--- src/rtl/fetch_unit_if.sv ---
`default_nettype none
// +------------------------------------------------------------------+
// | fetch_unit_if : instruction-memory req/ready handshake bundle     |
// | Rev 1.0 - initial release                                         |
// +------------------------------------------------------------------+
interface fetch_unit_if;
  logic        req;
  logic [31:0] addr;
  logic [31:0] rdata;
  logic        ready;

  modport master (output req, output addr, input rdata, input ready);
  modport slave  (input req, input addr, output rdata, output ready);
endinterface
`default_nettype wire

--- src/rtl/fetch_unit.sv ---
`default_nettype none
// +------------------------------------------------------------------+
// | fetch_unit : PC, variable-latency imem fetch, stall and redirect  |
// | Rev 1.0 - initial release                                         |
// +------------------------------------------------------------------+
module fetch_unit #(
  parameter logic [31:0] RESET_PC = 32'h0000_0000
) (
  input  wire logic        clk,
  input  wire logic        reset,
  input  wire logic        stall,
  input  wire logic        branch_taken,
  input  wire logic [31:0] branch_target,
  input  wire logic        jump,
  input  wire logic [31:0] jump_target,
  fetch_unit_if.master     imem,
  output logic      [31:0] PC_out,
  output logic      [31:0] instruction_out,
  output logic             valid_out,
  output logic             flush_out
);

  typedef enum logic [1:0] {
    IDLE  = 2'd0,
    FETCH = 2'd1,
    DRAIN = 2'd2,
    HOLD  = 2'd3
  } state_t;

  state_t      r_state;
  logic [31:0] r_pc;
  logic [31:0] r_addr;
  logic        r_req;
  logic [31:0] r_skid_pc;
  logic [31:0] r_skid_instr;
  logic [31:0] r_pc_out;
  logic [31:0] r_instr_out;
  logic        r_valid_out;

  logic        w_redirect;
  logic [31:0] w_target;
  logic [31:0] w_pc_plus4;

  // Branch resolves in an older stage than jump decode, so it wins.
  assign w_redirect = branch_taken | jump;
  assign w_target   = (branch_taken ? branch_target : jump_target) & 32'hFFFF_FFFC;
  assign w_pc_plus4 = r_pc + 32'd4;

  assign flush_out       = w_redirect;
  assign imem.req        = r_req;
  assign imem.addr       = r_addr;
  assign PC_out          = r_pc_out;
  assign instruction_out = r_instr_out;
  assign valid_out       = r_valid_out;

  always_ff @(posedge clk or posedge reset) begin
    if (reset) begin
      r_state      <= IDLE;
      r_pc         <= RESET_PC;
      r_addr       <= RESET_PC;
      r_req        <= 1'b0;
      r_skid_pc    <= 32'd0;
      r_skid_instr <= 32'd0;
      r_pc_out     <= 32'd0;
      r_instr_out  <= 32'd0;
      r_valid_out  <= 1'b0;
    end else begin
      case (r_state)
        IDLE: begin
          r_req   <= 1'b1;
          r_state <= FETCH;
          if (w_redirect) begin
            r_pc   <= w_target;
            r_addr <= w_target;
          end else begin
            r_addr <= r_pc;
          end
        end

        FETCH: begin
          if (w_redirect) begin
            r_pc        <= w_target;
            r_pc_out    <= 32'd0;
            r_instr_out <= 32'd0;
            r_valid_out <= 1'b0;
            if (imem.ready) begin
              r_addr <= w_target;
            end else begin
              // Request at the old address must complete before reissuing.
              r_state <= DRAIN;
            end
          end else if (imem.ready) begin
            r_pc <= w_pc_plus4;
            if (!stall) begin
              r_addr      <= w_pc_plus4;
              r_pc_out    <= w_pc_plus4;
              r_instr_out <= imem.rdata;
              r_valid_out <= 1'b1;
            end else begin
              r_skid_pc    <= w_pc_plus4;
              r_skid_instr <= imem.rdata;
              r_req        <= 1'b0;
              r_state      <= HOLD;
            end
          end else if (!stall) begin
            r_pc_out    <= 32'd0;
            r_instr_out <= 32'd0;
            r_valid_out <= 1'b0;
          end
        end

        DRAIN: begin
          if (w_redirect) begin
            r_pc <= w_target;
          end
          if (w_redirect || !stall) begin
            r_pc_out    <= 32'd0;
            r_instr_out <= 32'd0;
            r_valid_out <= 1'b0;
          end
          if (imem.ready) begin
            r_addr  <= w_redirect ? w_target : r_pc;
            r_state <= FETCH;
          end
        end

        HOLD: begin
          if (w_redirect) begin
            r_pc        <= w_target;
            r_addr      <= w_target;
            r_req       <= 1'b1;
            r_state     <= FETCH;
            r_pc_out    <= 32'd0;
            r_instr_out <= 32'd0;
            r_valid_out <= 1'b0;
          end else if (!stall) begin
            r_pc_out    <= r_skid_pc;
            r_instr_out <= r_skid_instr;
            r_valid_out <= 1'b1;
            r_addr      <= r_pc;
            r_req       <= 1'b1;
            r_state     <= FETCH;
          end
        end

        default: r_state <= IDLE;
      endcase
    end
  end

endmodule
`default_nettype wire

--- src/flat_wrapper.sv ---
// flat-port wrapper written by rule: the top's interface ports become plain ports
module fetch_unit_flat 
#(
  parameter logic [31:0] RESET_PC = 32'h0000_0000
)
  (clk, reset, stall, branch_taken, branch_target, jump, jump_target, PC_out, instruction_out, valid_out, flush_out, imem_req, imem_addr, imem_rdata, imem_ready);
  fetch_unit_if imem_i ();
  input  wire logic clk;
  input  wire logic reset;
  input  wire logic stall;
  input  wire logic branch_taken;
  input  wire logic [31:0] branch_target;
  input  wire logic jump;
  input  wire logic [31:0] jump_target;
  output logic      [31:0] PC_out;
  output logic      [31:0] instruction_out;
  output logic valid_out;
  output logic flush_out;
  output wire logic [$bits(imem_i.req)-1:0] imem_req;
  output wire logic [$bits(imem_i.addr)-1:0] imem_addr;
  input wire logic [$bits(imem_i.rdata)-1:0] imem_rdata;
  input wire logic [$bits(imem_i.ready)-1:0] imem_ready;
  assign imem_req = imem_i.req;
  assign imem_addr = imem_i.addr;
  assign imem_i.rdata = imem_rdata;
  assign imem_i.ready = imem_ready;
  fetch_unit #(.RESET_PC(RESET_PC)) u_core (.clk(clk), .reset(reset), .stall(stall), .branch_taken(branch_taken), .branch_target(branch_target), .jump(jump), .jump_target(jump_target), .imem(imem_i), .PC_out(PC_out), .instruction_out(instruction_out), .valid_out(valid_out), .flush_out(flush_out));
endmodule
--- config.mk ---
export PLATFORM = sky130hd
export DESIGN_NAME = fetch_unit_flat
export DESIGN_NICKNAME = d
export VERILOG_FILES = /design/src/rtl/fetch_unit_if.sv /design/src/rtl/fetch_unit.sv /design/src/flat_wrapper.sv
export SDC_FILE = /design/constraint.sdc
export NUM_CORES = 1
export LEC_CHECK = 0
export CELL_PAD_IN_SITES_DETAIL_PLACEMENT = 1
export CELL_PAD_IN_SITES_GLOBAL_PLACEMENT = 1
export CORE_MARGIN = 5
export CORE_UTILIZATION = 44
export CTS_BUF_LIST = sky130_fd_sc_hd__clkbuf_2 sky130_fd_sc_hd__clkbuf_4 sky130_fd_sc_hd__clkbuf_8
export DETAILED_ROUTE_END_ITERATION = 12
export HOLD_SLACK_MARGIN = 0.12
export PLACE_DENSITY = 0.92
export SLEW_MARGIN = 30
export SYNTH_ARGS = -nofsm -noshare
export SYNTH_HDL_FRONTEND = slang
export SYNTH_SLANG_ARGS = --single-unit
--- constraint.sdc ---
create_clock -name clk -period 11.5 [get_ports clk]
set_input_delay 2.875 -clock clk [delete_from_list [all_inputs] [get_ports clk]]
set_output_delay 2.875 -clock clk [all_outputs]
set_load 0.05 [all_outputs]
### After elaboration in Yosys (flattened, before gate mapping)

Cells that the tools add are included.

| operators by class | value |
|---|---|
| add/subtract/negate cells | 1 |
| equal/unequal tests | 14 |
| muxes and demuxes | 47 |
| bitwise gates (word level) | 2 |
| reduce and logical (&&, ||, !) cells | 12 |

Operators with widths:

| kind | count |
|---|---|
| two-way mux 32 bit | 22 |
| one-hot mux 32 bit (3 select lines) | 2 |
| one-hot mux 32 bit (4 select lines) | 1 |
| one-hot mux 32 bit (2 select lines) | 1 |
| adder 32 x 3 -> 32 bit, second input constant | 1 |
| two-way mux 2 bit | 7 |
| != test 3 x 2 -> 1 bit, second input constant | 4 |
| AND reduction 4 bit | 3 |
| two-way mux 1 bit | 11 |
| AND reduction 5 bit | 2 |
| != test 2 bit, second input constant | 4 |
| one-hot mux 2 bit (4 select lines) | 1 |
| one-hot mux 1 bit (3 select lines) | 2 |
| nonzero test 3 bit | 2 |
| equality test 2 bit, second input constant | 2 |
| != test 4 x 3 -> 1 bit, second input constant | 1 |
| != test 3 bit, second input constant | 1 |
| AND reduction 3 bit | 1 |
| OR reduction 3 bit | 1 |
| equality test 2 x 1 -> 1 bit, second input constant | 1 |
| logical NOT 2 bit | 1 |
| != test 2 x 1 -> 1 bit, second input constant | 1 |
| logical NOT 1 bit | 1 |
| logical OR 1 bit | 1 |
| other kinds (2) | 2 |

| storage, ports and cells | value |
|---|---|
| register bits | 196 |
| input bits | 102 |
| output and inout bits | 99 |
| word-level logic and storage cells | 85 |

### Longest topological paths before layout

Gate-level depths: netlist of run 1.

| logic depth | value |
|---|---|
| depth after elaboration | 5 |
| gate-level depth with buffers | 8 |
| gate-level depth less buffers | 6 |

### Worst setup path before layout of run 1

Ideal clock, no wire load.

| timing | value |
|---|---|
| kind | input to output |
| start | in jump |
| end | out flush_out |
| data arrival time | 3.915 ns |
| required time | 8.625 ns |
| slack | 4.710 ns |
| stages on the path | 4 |
| buffers on the path | 2 |
| cells stage by stage | nor2_1 inv_1 clkbuf_1 clkbuf_1 |

| between the ends | value |
|---|---|
| longest elaborated chain between the ends | 1 |

RTL lines:

| what | RTL line | source |
|---|---|---|
| start: declaration | flat_wrapper.sv:13 | `input wire logic jump;` |
| bitwise OR 1 bit | fetch_unit.sv:45 | `assign w_redirect = branch_taken \| jump;` |
| end: declaration | flat_wrapper.sv:18 | `output logic flush_out;` |

Every way passes these cells.

### Final worst setup path of run 1

| timing | value |
|---|---|
| start | in branch_taken |
| end | out flush_out |

| between the ends | value |
|---|---|
| longest elaborated chain between the ends | 1 |

RTL lines:

| what | RTL line | source |
|---|---|---|
| start: declaration | flat_wrapper.sv:11 | `input wire logic branch_taken;` |
| bitwise OR 1 bit | fetch_unit.sv:45 |  |

Every way passes these cells.

==> flow_summary_export.csv, run 1 <==
group,metric,value,unit
global_routing,grt_max_degree,120,
drt,antenna_left,0,
final_layout,drive_above_1_share,10.7,%
clock_tree,clock-sinks,196,
placement,place_ws,3.86,ns
clock_tree,clock-root-buffer,"clkbuf_8",
critical_path,r2r-end,"u_core.r_skid_instr[24]",
critical_path,critPathRequiredTime,8.63,ns
run,drv_cap,0,
placement,hpwl,22100,um
die,initial_core_util,44.6,%
final_layout,nFillCells,2385,
global_routing,antenna_found_initial,1,
logic_synthesis,synth_ff_type,"dfrtp_1",
critical_path,r2r_slack,7.91,ns
sta,tns,0,ns
critical_path,worst-r2r-cell-count,5,
drt,vias,8657,
critical_path,worstPathArrival,4.77,ns
run_status,outcome,"completed",
clock_tree,cts_tree,"yes",
drt,drc,0,
critical_path,start_kind,"input pin",
critical_path,r2r_start,"u_core.r_state[0]",
pwr,finalPower,2.37,mW
sta,slew_viol_final,0,
final_layout,stdcell_count,1433,
die,ios,201,
hold_path,hold_end,"u_core.imem.addr[5]",
hold_path,hold_path_depth,2,
die,die_w,159,um
global_routing,grt-ovfl-total,0,
clock_tree,clk_pin_slew,0.11,ns
pwr,power_density,194,nW/um2
logic_synthesis,synthXorXnorAreaFrac,4.41,%
global_routing,grt_pass1_wl,50500,um
drt,wirelength,31900,um
final_layout,final_util,56.1,%
logic_synthesis,synth_compound_area_share,17.9,%
sta,tightest_slew,0.997,ns
sta,post-route-period-util,66.5,%
clock_tree,clock_path_buffers,2,
final_layout,syn2layout_area_growth,25.7,%
clock_tree,ctsResizeCount,0,
placement,io_buffers,196,
logic_synthesis,synth_top_family_by_area,"compound AO/OA/AOI/OAI gates",
logic_synthesis,synthMuxAreaShare,7.09,%
logic_synthesis,avgSynthCellArea,9.71,um2
logic_synthesis,ys_warn_count,0,
logic_synthesis,yosys.area_share.simple,15.8,%
die,core,21800,um2
logic_synthesis,synth_area,9740,um2
pwr,vdd_drop_max,0.110,mV
drt,initialDrtViolationCount,800,
logic_synthesis,yosysTopAreaCell,"dfrtp_1",
logic_synthesis,synth_edf_count,0,
critical_path,cp_max_fo,39,
clock_tree,cts_hold_buf,0,
sta,rsz0062_at_grt,"no",
sta,post-route-min-period,7.65,ns
sta,setup_viol,0,
sta,fin_hold_ws,0.493,ns
placement,place_inst,1401,
placement,gp_congestion,0.913,
die,die_h,159,um
sta,fin_ws,3.85,ns
sta,hold_viol,0,
logic_synthesis,syn_nets,1106,
final_layout,diodes,0,
logic_synthesis,async_reset_ff_share,100,%
sta,worst_clock_skew,0.0231,ns
logic_synthesis,synth_top_cell_area_share,50.4,%
global_routing,grt_pass1_vias,9079,
die,die_area,25200,um2
logic_synthesis,yosys-top-cells-area,"dfrtp_1, mux2_2, a21oi_1",
drt,vias_per_cell,6.04,
drt,dr.pass1.iters,5,
hold_path,hp-start,"u_core.imem.addr[5]",
clock_tree,worstSkewPairLatency,0.47,ns
logic_synthesis,synth.yosys.seq_area_share,50.4,%
final_layout,final_area,12200,um2
logic_synthesis,yosysUniqueCellTypes,63,
logic_synthesis,synth_cells,1003,
logic_synthesis,synthAdderAreaFrac,0.128,%
clock_tree,htreeDepth,4,
pwr,power_leakage,4.91,nW
critical_path,end_kind,"primary output",
clock_tree,cts_setup_buffers,0,
critical_path,path_class,"in -> out",
sta,relSlewSlack,33.0,%
global_routing,track_usage,24.5,%
logic_synthesis,ys_ff_latch,196,
hold_path,min_path_type,"reg -> reg",
drt,wl_per_cell,22.2,um
die,floorplan.rows,54,
placement,postPlaceCellArea,11800,um2
sta,max_freq,131,MHz
clock_tree,cts_buffers,17,
final_layout,nNetsFinal,1243,
==> cell usage in the layout (no fill, tap or decap), types with 5 or more instances in the layout <==
master / n
nand2_1: 55
o22ai_1: 27
nor3b_1: 6
a21oi_1: 114
mux2i_1: 6
or3_1: 5
clkdlybuf4s50_1: 196
buf_4: 10
nor4_1: 9
nand4_1: 13
xnor2_1: 32
xor2_1: 17
o21ai_0: 42
nand3_1: 20
inv_1: 13
mux2_2: 56
clkbuf_8: 17
a22oi_1: 48
nor3_1: 22
nor2b_1: 5
and3_1: 12
a221oi_1: 9
nor2_1: 126
dfrtp_1: 196
==> worst max-delay path by stage <==
stage	slack, ns	cells past startpoint	from	to
after detailed placement	3.86	5	branch_taken	flush_out
after floorplan	3.28	1	reset	u_core.PC_out[0]
final	3.85	5	branch_taken	flush_out
after global routing	3.75	5	branch_taken	flush_out
after global placement	3.90	5	branch_taken	flush_out
after CTS	3.85	5	branch_taken	flush_out
==> logic make-up after synthesis <==
kind of cell / count (synthesis)
DFF: 196
buffers and inverters: 104
AOI/OAI and AO/OA: 281
xor gates and xnor gates: 49
adders and majority gates: 1
muxes: 62
and+or+nand+nor: 310
==> power breakdown <==
part | switching [mW] | internal [mW] | total [mW]
registers | 0.136 | 0.869 | 1.01
logic | 0.581 | 0.329 | 0.910
clock network | 0.273 | 0.182 | 0.455
==> worst max-delay path, stage by stage <==
cell	delay, ns
clkdlybuf4s50_1	0.45
buf_4	0.41
nor2_1	0.12
inv_1	0.09
clkdlybuf4s50_1	0.81
==> registers in the layout, summed over array words and instances, names as in the netlist <==
signal and count:
u_core.instruction_out 32, u_core.r_pc 32, u_core.imem.req 1, u_core.r_state 2, u_core.valid_out 1, u_core.imem.addr 32
u_core.r_skid_pc 32, u_core.r_skid_instr 32, u_core.PC_out 32
==> cells in the mapped netlist (7+ instances only) <==
cell type  instances
a21oi_1          114
a221oi_1           9
a22oi_1           48
and3_1            12
buf_1             10
buf_2             11
clkbuf_1          61
clkbuf_2           7
dfrtp_1          196
inv_1             14
mux2_2            56
nand2_1           55
nand3_1           20
nand4_1           13
nor2_1           128
nor3_1            22
nor4_1             9
o21ai_0           42
o22ai_1           28
xnor2_1           32
xor2_1            17
==> cell type report <==
class / instances / area (um2) / share of cell area [%]
multi-input combinational: 703 / 4460 / 36.4
clock inverter: 15 / 174 / 1.42
timing repair buffer: 208 / 2060 / 16.8
clock buffer: 17 / 234 / 1.91
sequential: 196 / 4900 / 40.1
inverter: 14 / 60.1 / 0.491
tap: 280 / 350 / 2.86
==> layer usage <==
layer,GRT usage (%),vias to the layer above,wire length (um),part of all wire (%)
met4,8.21,2,818,2.6
met3,4.64,55,1940,6.1
met1,32.6,4398,13500,42
met5,0,-,10,0.031
li1,-,3867,-,-
met2,40.3,335,15600,49
Power figures use the tool's default switching activity.
==> run 2: changes to the inputs <==
--- a/config.mk
+++ b/config.mk
@@ -8,11 +8,11 @@
 export CELL_PAD_IN_SITES_DETAIL_PLACEMENT = 1
 export CELL_PAD_IN_SITES_GLOBAL_PLACEMENT = 1
 export CORE_MARGIN = 5
-export CORE_UTILIZATION = 44
+export CORE_UTILIZATION = 41
 export CTS_BUF_LIST = sky130_fd_sc_hd__clkbuf_2 sky130_fd_sc_hd__clkbuf_4 sky130_fd_sc_hd__clkbuf_8
 export DETAILED_ROUTE_END_ITERATION = 12
 export HOLD_SLACK_MARGIN = 0.12
-export PLACE_DENSITY = 0.92
+export PLACE_DENSITY = 0.87
 export SLEW_MARGIN = 30
 export SYNTH_ARGS = -nofsm -noshare
 export SYNTH_HDL_FRONTEND = slang
==> constraint.sdc (replaced) <==
create_clock -name clk -period 7.6 [get_ports clk]
set_input_delay 1.9 -clock clk [delete_from_list [all_inputs] [get_ports clk]]
set_output_delay 1.9 -clock clk [all_outputs]
set_load 0.05 [all_outputs]
==> run 2 against run 1 <==
Effect of this change:
- hold slack gained 0.0018 ns
- count of clock-buffer cells in the layout grew 1
- final cell count grew 2.7%
- design area grew 0.35%
- critical path depth shrank 1
- clock skew shrank 0.0024 ns
- routed wire length shrank 2.5%
- register-to-register slack lost 3.5 ns
- first-iteration DRC count shrank 10%
- non-clock buffer count shrank 1
- sequential share of layout area shrank 0.14 points
- global-route usage shrank 1.4 points
==> flow_summary_export.csv, run 2 (synthesized netlist as in run 1, its figures left out) <==
group,metric,value,unit
sta,fin_ws,2.32,ns
critical_path,cp_cell_sequence,"clkdlybuf4s50_1 > nor2_1 > inv_1 > buf_4",
drt,vias,8417,
drt,vias_per_cell,5.72,
critical_path,end_kind,"primary output",
critical_path,crit_family,"buffers and inverters",
sta,rsz0062_at_grt,"no",
drt,wl_per_cell,21.1,um
global_routing,grt_max_degree,138,
global_routing,grt-ovfl-total,0,
pwr,power_density,290,nW/um2
critical_path,slowest_delay,0.58,ns
sta,post-route-min-period,5.28,ns
drt,dr.pass1.iters,5,
sta,tns,0,ns
clock_tree,worstSkewPairLatency,0.47,ns
clock_tree,cts_tree,"yes",
global_routing,grt_pass1_wl,48800,um
run_status,outcome,"completed",
final_layout,final_area,12300,um2
final_layout,nNetsFinal,1242,
global_routing,track_usage,23.0,%
sta,tightest_slew,1.00,ns
sta,slew_viol_final,0,
sta,post-route-period-util,69.4,%
sta,relSlewSlack,33.1,%
clock_tree,clock-root-buffer,"clkbuf_8",
die,floorplan.rows,56,
drt,drc,0,
placement,io_buffers,196,
die,ios,201,
clock_tree,clk_pin_slew,0.10,ns
global_routing,antenna_found_initial,1,
critical_path,critPathRequiredTime,5.70,ns
global_routing,grt_pass1_vias,8734,
hold_path,min_path_type,"reg -> reg",
placement,postPlaceCellArea,11900,um2
placement,gp_congestion,0.902,
die,die_w,164,um
final_layout,drive_above_1_share,10.8,%
pwr,vdd_drop_max,0.105,mV
placement,hpwl,21700,um
sta,hold_viol,0,
sta,fin_hold_ws,0.494,ns
drt,initialDrtViolationCount,718,
placement,place_ws,2.32,ns
final_layout,diodes,0,
clock_tree,htreeDepth,4,
run,drv_cap,0,
sta,setup_viol,0,
hold_path,hold_path_depth,2,
final_layout,mostFrequentLayoutCell,"dfrtp_1",
drt,antenna_left,0,
die,die_area,26900,um2
clock_tree,cts_setup_buffers,0,
critical_path,worst-r2r-cell-count,5,
critical_path,cp_max_fo,21,
final_layout,final_cell_mix,"dfrtp_1, clkdlybuf4s50_1, nor2_1, a21oi_1, mux2_2",
critical_path,path_buf_inv,3,
final_layout,nFillCells,2656,
die,core,23400,um2
clock_tree,cts_hold_buf,0,
sta,worst_clock_skew,0.0207,ns
critical_path,path_class,"in -> out",
clock_tree,ctsResizeCount,0,
clock_tree,clock-sinks,196,
die,initial_core_util,41.6,%
drt,wirelength,31100,um
critical_path,cp_slowest_cell,"inv_1",
sta,max_freq,190,MHz
pwr,power_leakage,4.90,nW
final_layout,syn2layout_area_growth,26.1,%
critical_path,start_kind,"input pin",
clock_tree,clock_path_buffers,2,
clock_tree,cts_buffers,17,
critical_path,path_depth,4,
critical_path,worstPathArrival,3.38,ns
die,die_h,164,um
run 2: changes by cell type in the layout (fill, tap and decap cells not counted), sizes merged:
| cell | change |
|---|---|
| clkdlybuf4s50 | -1 |
| bufinv | -1 |
| clkinv | -3 |
| clkbuf | +1 |
| inv | +2 |
| clkinvlp | +1 |
run 2: final timing paths:
kind | from | slack [ns] | endpoint
max | jump | 2.32 | flush_out
max reg2reg | u_core.r_state[0] | 4.41 | u_core.r_skid_instr[13]
min | u_core.imem.addr[6] | 0.49 | u_core.imem.addr[6]
min in group asynchronous | reset | 1.93 | u_core.instruction_out[4]
min reg2reg | u_core.imem.addr[6] | 0.49 | u_core.imem.addr[6]
max in group asynchronous | reset | 4.41 | u_core.instruction_out[30]
run 2: metal layers:
metal  global-route usage [%]  share of wire, %  wire length (um)  vias to the layer above
met5                        0             0.042                13                        -
met4                     4.77               1.3               396                        2
met3                     4.72               6.1              1900                       29
met2                     37.6                48             14900                      252
met1                     31.9                45             13900                     4264
li1                         -                 -                 -                     3870
run 2: final cells by class:
cell class,instances,area [um2],area share [%]
clock inverters,14,139,1.13
clock buffers,18,241,1.97
repair buffers,207,2070,16.8
inverters,14,65.1,0.530
well taps,319,399,3.25
multi-input cells,703,4470,36.4
flip-flops and latches,196,4900,39.9
run 2: stage by stage:
| step | power, mW | utilization [%] | std cells |
|---|---|---|---|
| 2_1_floorplan | 2.40 | - | 1003 |
| 3_3_place_gp | 2.84 | 50.7 | 1438 |
| 3_5_place_dp | 2.92 | 50.8 | 1439 |
| 4_1_cts | 3.58 | 52.4 | 1471 |
| 5_1_grt | 3.74 | 52.5 | 1471 |
| 6_report | 3.56 | 52.5 | 1471 |
run 2: power by group:
group / internal, mW / switching [mW]
logic: 0.500 / 0.878
registers: 1.31 / 0.203
clock network: 0.247 / 0.415
total: 2.06 / 1.50
run 2: worst min-delay path: cells and delay by family, from the launching register on:
| family | cells | cell delay, ns |
|---|---|---|
| compound gates | 1 | 0.06 |
| simple gates | 1 | 0.05 |
| flops | 1 | 0.36 |
==> run 3: changes to the inputs <==
==> constraint.sdc (replaced) <==
create_clock -name clk -period 5 [get_ports clk]
set_input_delay 1.25 -clock clk [delete_from_list [all_inputs] [get_ports clk]]
set_output_delay 1.25 -clock clk [all_outputs]
set_load 0.05 [all_outputs]
==> run 3 against run 2 <==
Effect of this change:
- first-iteration DRC count fell by 15%
- utilization rose by 0.64 points
- critical path depth did not move
- flip-flop and latch count did not move
- via count rose by 0.63%
- clock skew fell by 0.0037 ns
- count of clock-buffer cells in the layout fell by 1
==> flow_summary_export.csv, run 3 (synthesized netlist as in run 1, its figures left out) <==
group,metric,value,unit
die,die_w,164,um
critical_path,path_class,"in -> out",
clock_tree,clock_path_buffers,2,
global_routing,grt_pass1_wl,48800,um
drt,vias,8470,
sta,post-route-min-period,3.67,ns
sta,tightest_slew,1.01,ns
drt,vias_per_cell,5.73,
clock_tree,ctsResizeCount,0,
sta,worst_clock_skew,0.0169,ns
global_routing,antenna_found_initial,0,
final_layout,final_cell_mix,"dfrtp_1, clkdlybuf4s50_1, nor2_1, a21oi_1, mux2_2",
critical_path,worstPathArrival,2.42,ns
critical_path,start_kind,"input pin",
global_routing,grt-ovfl-total,0,
die,floorplan.rows,56,
final_layout,nFillCells,2641,
sta,rsz0062_at_grt,"no",
die,core,23400,um2
global_routing,track_usage,22.8,%
critical_path,critPathRequiredTime,3.75,ns
critical_path,cp_max_fo,8,
clock_tree,cts_setup_buffers,0,
final_layout,final_area,12400,um2
final_layout,drive_above_1_share,11.1,%
final_layout,nNetsFinal,1250,
drt,drt-met1-wl,14000,um
drt,dr_wl_met2,14900,um
placement,postPlaceCellArea,12000,um2
sta,hold_viol,0,
clock_tree,htreeDepth,4,
clock_tree,cts_hold_buf,0,
drt,wirelength,31200,um
placement,hpwl,22100,um
global_routing,grt_pass1_vias,8688,
die,ios,201,
global_routing,grt_max_degree,102,
sta,max_freq,272,MHz
pwr,vdd_drop_max,0.190,mV
clock_tree,clock-sinks,196,
pwr,power_density,449,nW/um2
sta,fin_ws,1.33,ns
final_layout,mostFrequentLayoutCell,"dfrtp_1",
drt,initialDrtViolationCount,610,
drt,dr.pass1.iters,5,
placement,place_ws,1.12,ns
clock_tree,worstSkewPairLatency,0.47,ns
drt,antenna_left,0,
sta,setup_viol,0,
clock_tree,clk_pin_slew,0.10,ns
sta,post-route-period-util,73.5,%
run_status,outcome,"completed",
clock_tree,cts_buffers,17,
placement,io_buffers,196,
clock_tree,cts_tree,"yes",
pwr,power_leakage,4.98,nW
run,drv_cap,0,
clock_tree,clock-root-buffer,"clkbuf_8",
critical_path,end_kind,"primary output",
sta,slew_viol_final,0,
drt,top_layer,"met4",
final_layout,final_util,53.1,%
drt,wl_met3,1850,um
sta,relSlewSlack,32.4,%
drt,wl_per_cell,21.1,um
hold_path,min_path_type,"reg -> reg",
drt,drc,0,
placement,gp_congestion,0.952,
die,die_h,164,um
sta,tns,0,ns
sta,fin_hold_ws,0.493,ns
die,initial_core_util,41.6,%
final_layout,diodes,0,
final_layout,syn2layout_area_growth,27.7,%
die,die_area,26900,um2
==> run 3: cell types whose count changed in the layout (fill, tap and decap cells not counted), moves of 2 or more <==
| cell | previous run | this run |
|---|---|---|
| buf_4 | 10 | 15 |
| buf_12 | 0 | 4 |
| bufinv_16 | 0 | 4 |
| inv_8 | 5 | 2 |
| inv_6 | 2 | 4 |
==> run 3: path summary, 6_finish.rpt <==
kind / from / to / slack [ns] / depth (start not counted)
max: jump / flush_out / 1.33 / 4
min: u_core.imem.addr[6] / u_core.imem.addr[6] / 0.49 / 2
max reg2reg: u_core.r_pc[2] / u_core.imem.addr[26] / 1.83 / 6
min reg2reg: u_core.imem.addr[6] / u_core.imem.addr[6] / 0.49 / 2
max in group asynchronous: reset / u_core.PC_out[17] / 2.91 / 4
min in group asynchronous: reset / u_core.instruction_out[3] / 1.16 / 2
==> run 3: worst max-delay path, stage by stage <==
cell,delay [ns]
clkdlybuf4s50_1,0.50
nor2_1,0.07
inv_1,0.32
buf_4,0.28
==> run 3: cell type report <==
class | count | area, um2 | area share (%)
flip-flops and latches | 196 | 4900 | 39.4
well taps | 319 | 399 | 3.21
clock buffers | 17 | 234 | 1.88
repair buffers | 215 | 2160 | 17.3
clock inverters | 14 | 219 | 1.76
inverters | 14 | 56.3 | 0.453
multi-input cells | 703 | 4460 | 35.9
==> run 3: metrics by stage <==
step	power [mW]	cells
2_1_floorplan	3.64	1003
5_1_grt	5.85	1478
4_1_cts	5.62	1478
3_5_place_dp	4.44	1447
6_report	5.58	1478
3_3_place_gp	4.34	1446
==> run 3: layer usage <==
metal  vias to the layer above  global-route usage, %
li1                       3881                      -
met1                      4314                   31.7
met3                        26                   3.91
met5                         -                      0
met4                         0                   4.92
met2                       249                   37.7
==> run 3: power by group <==
| group | switching, mW | total [mW] | internal, mW |
|---|---|---|---|
| logic | 1.32 | 2.09 | 0.766 |
| clock network | 0.624 | 1.19 | 0.562 |
| registers | 0.311 | 2.31 | 2.00 |
| total | 2.26 | 5.58 | 3.33 |
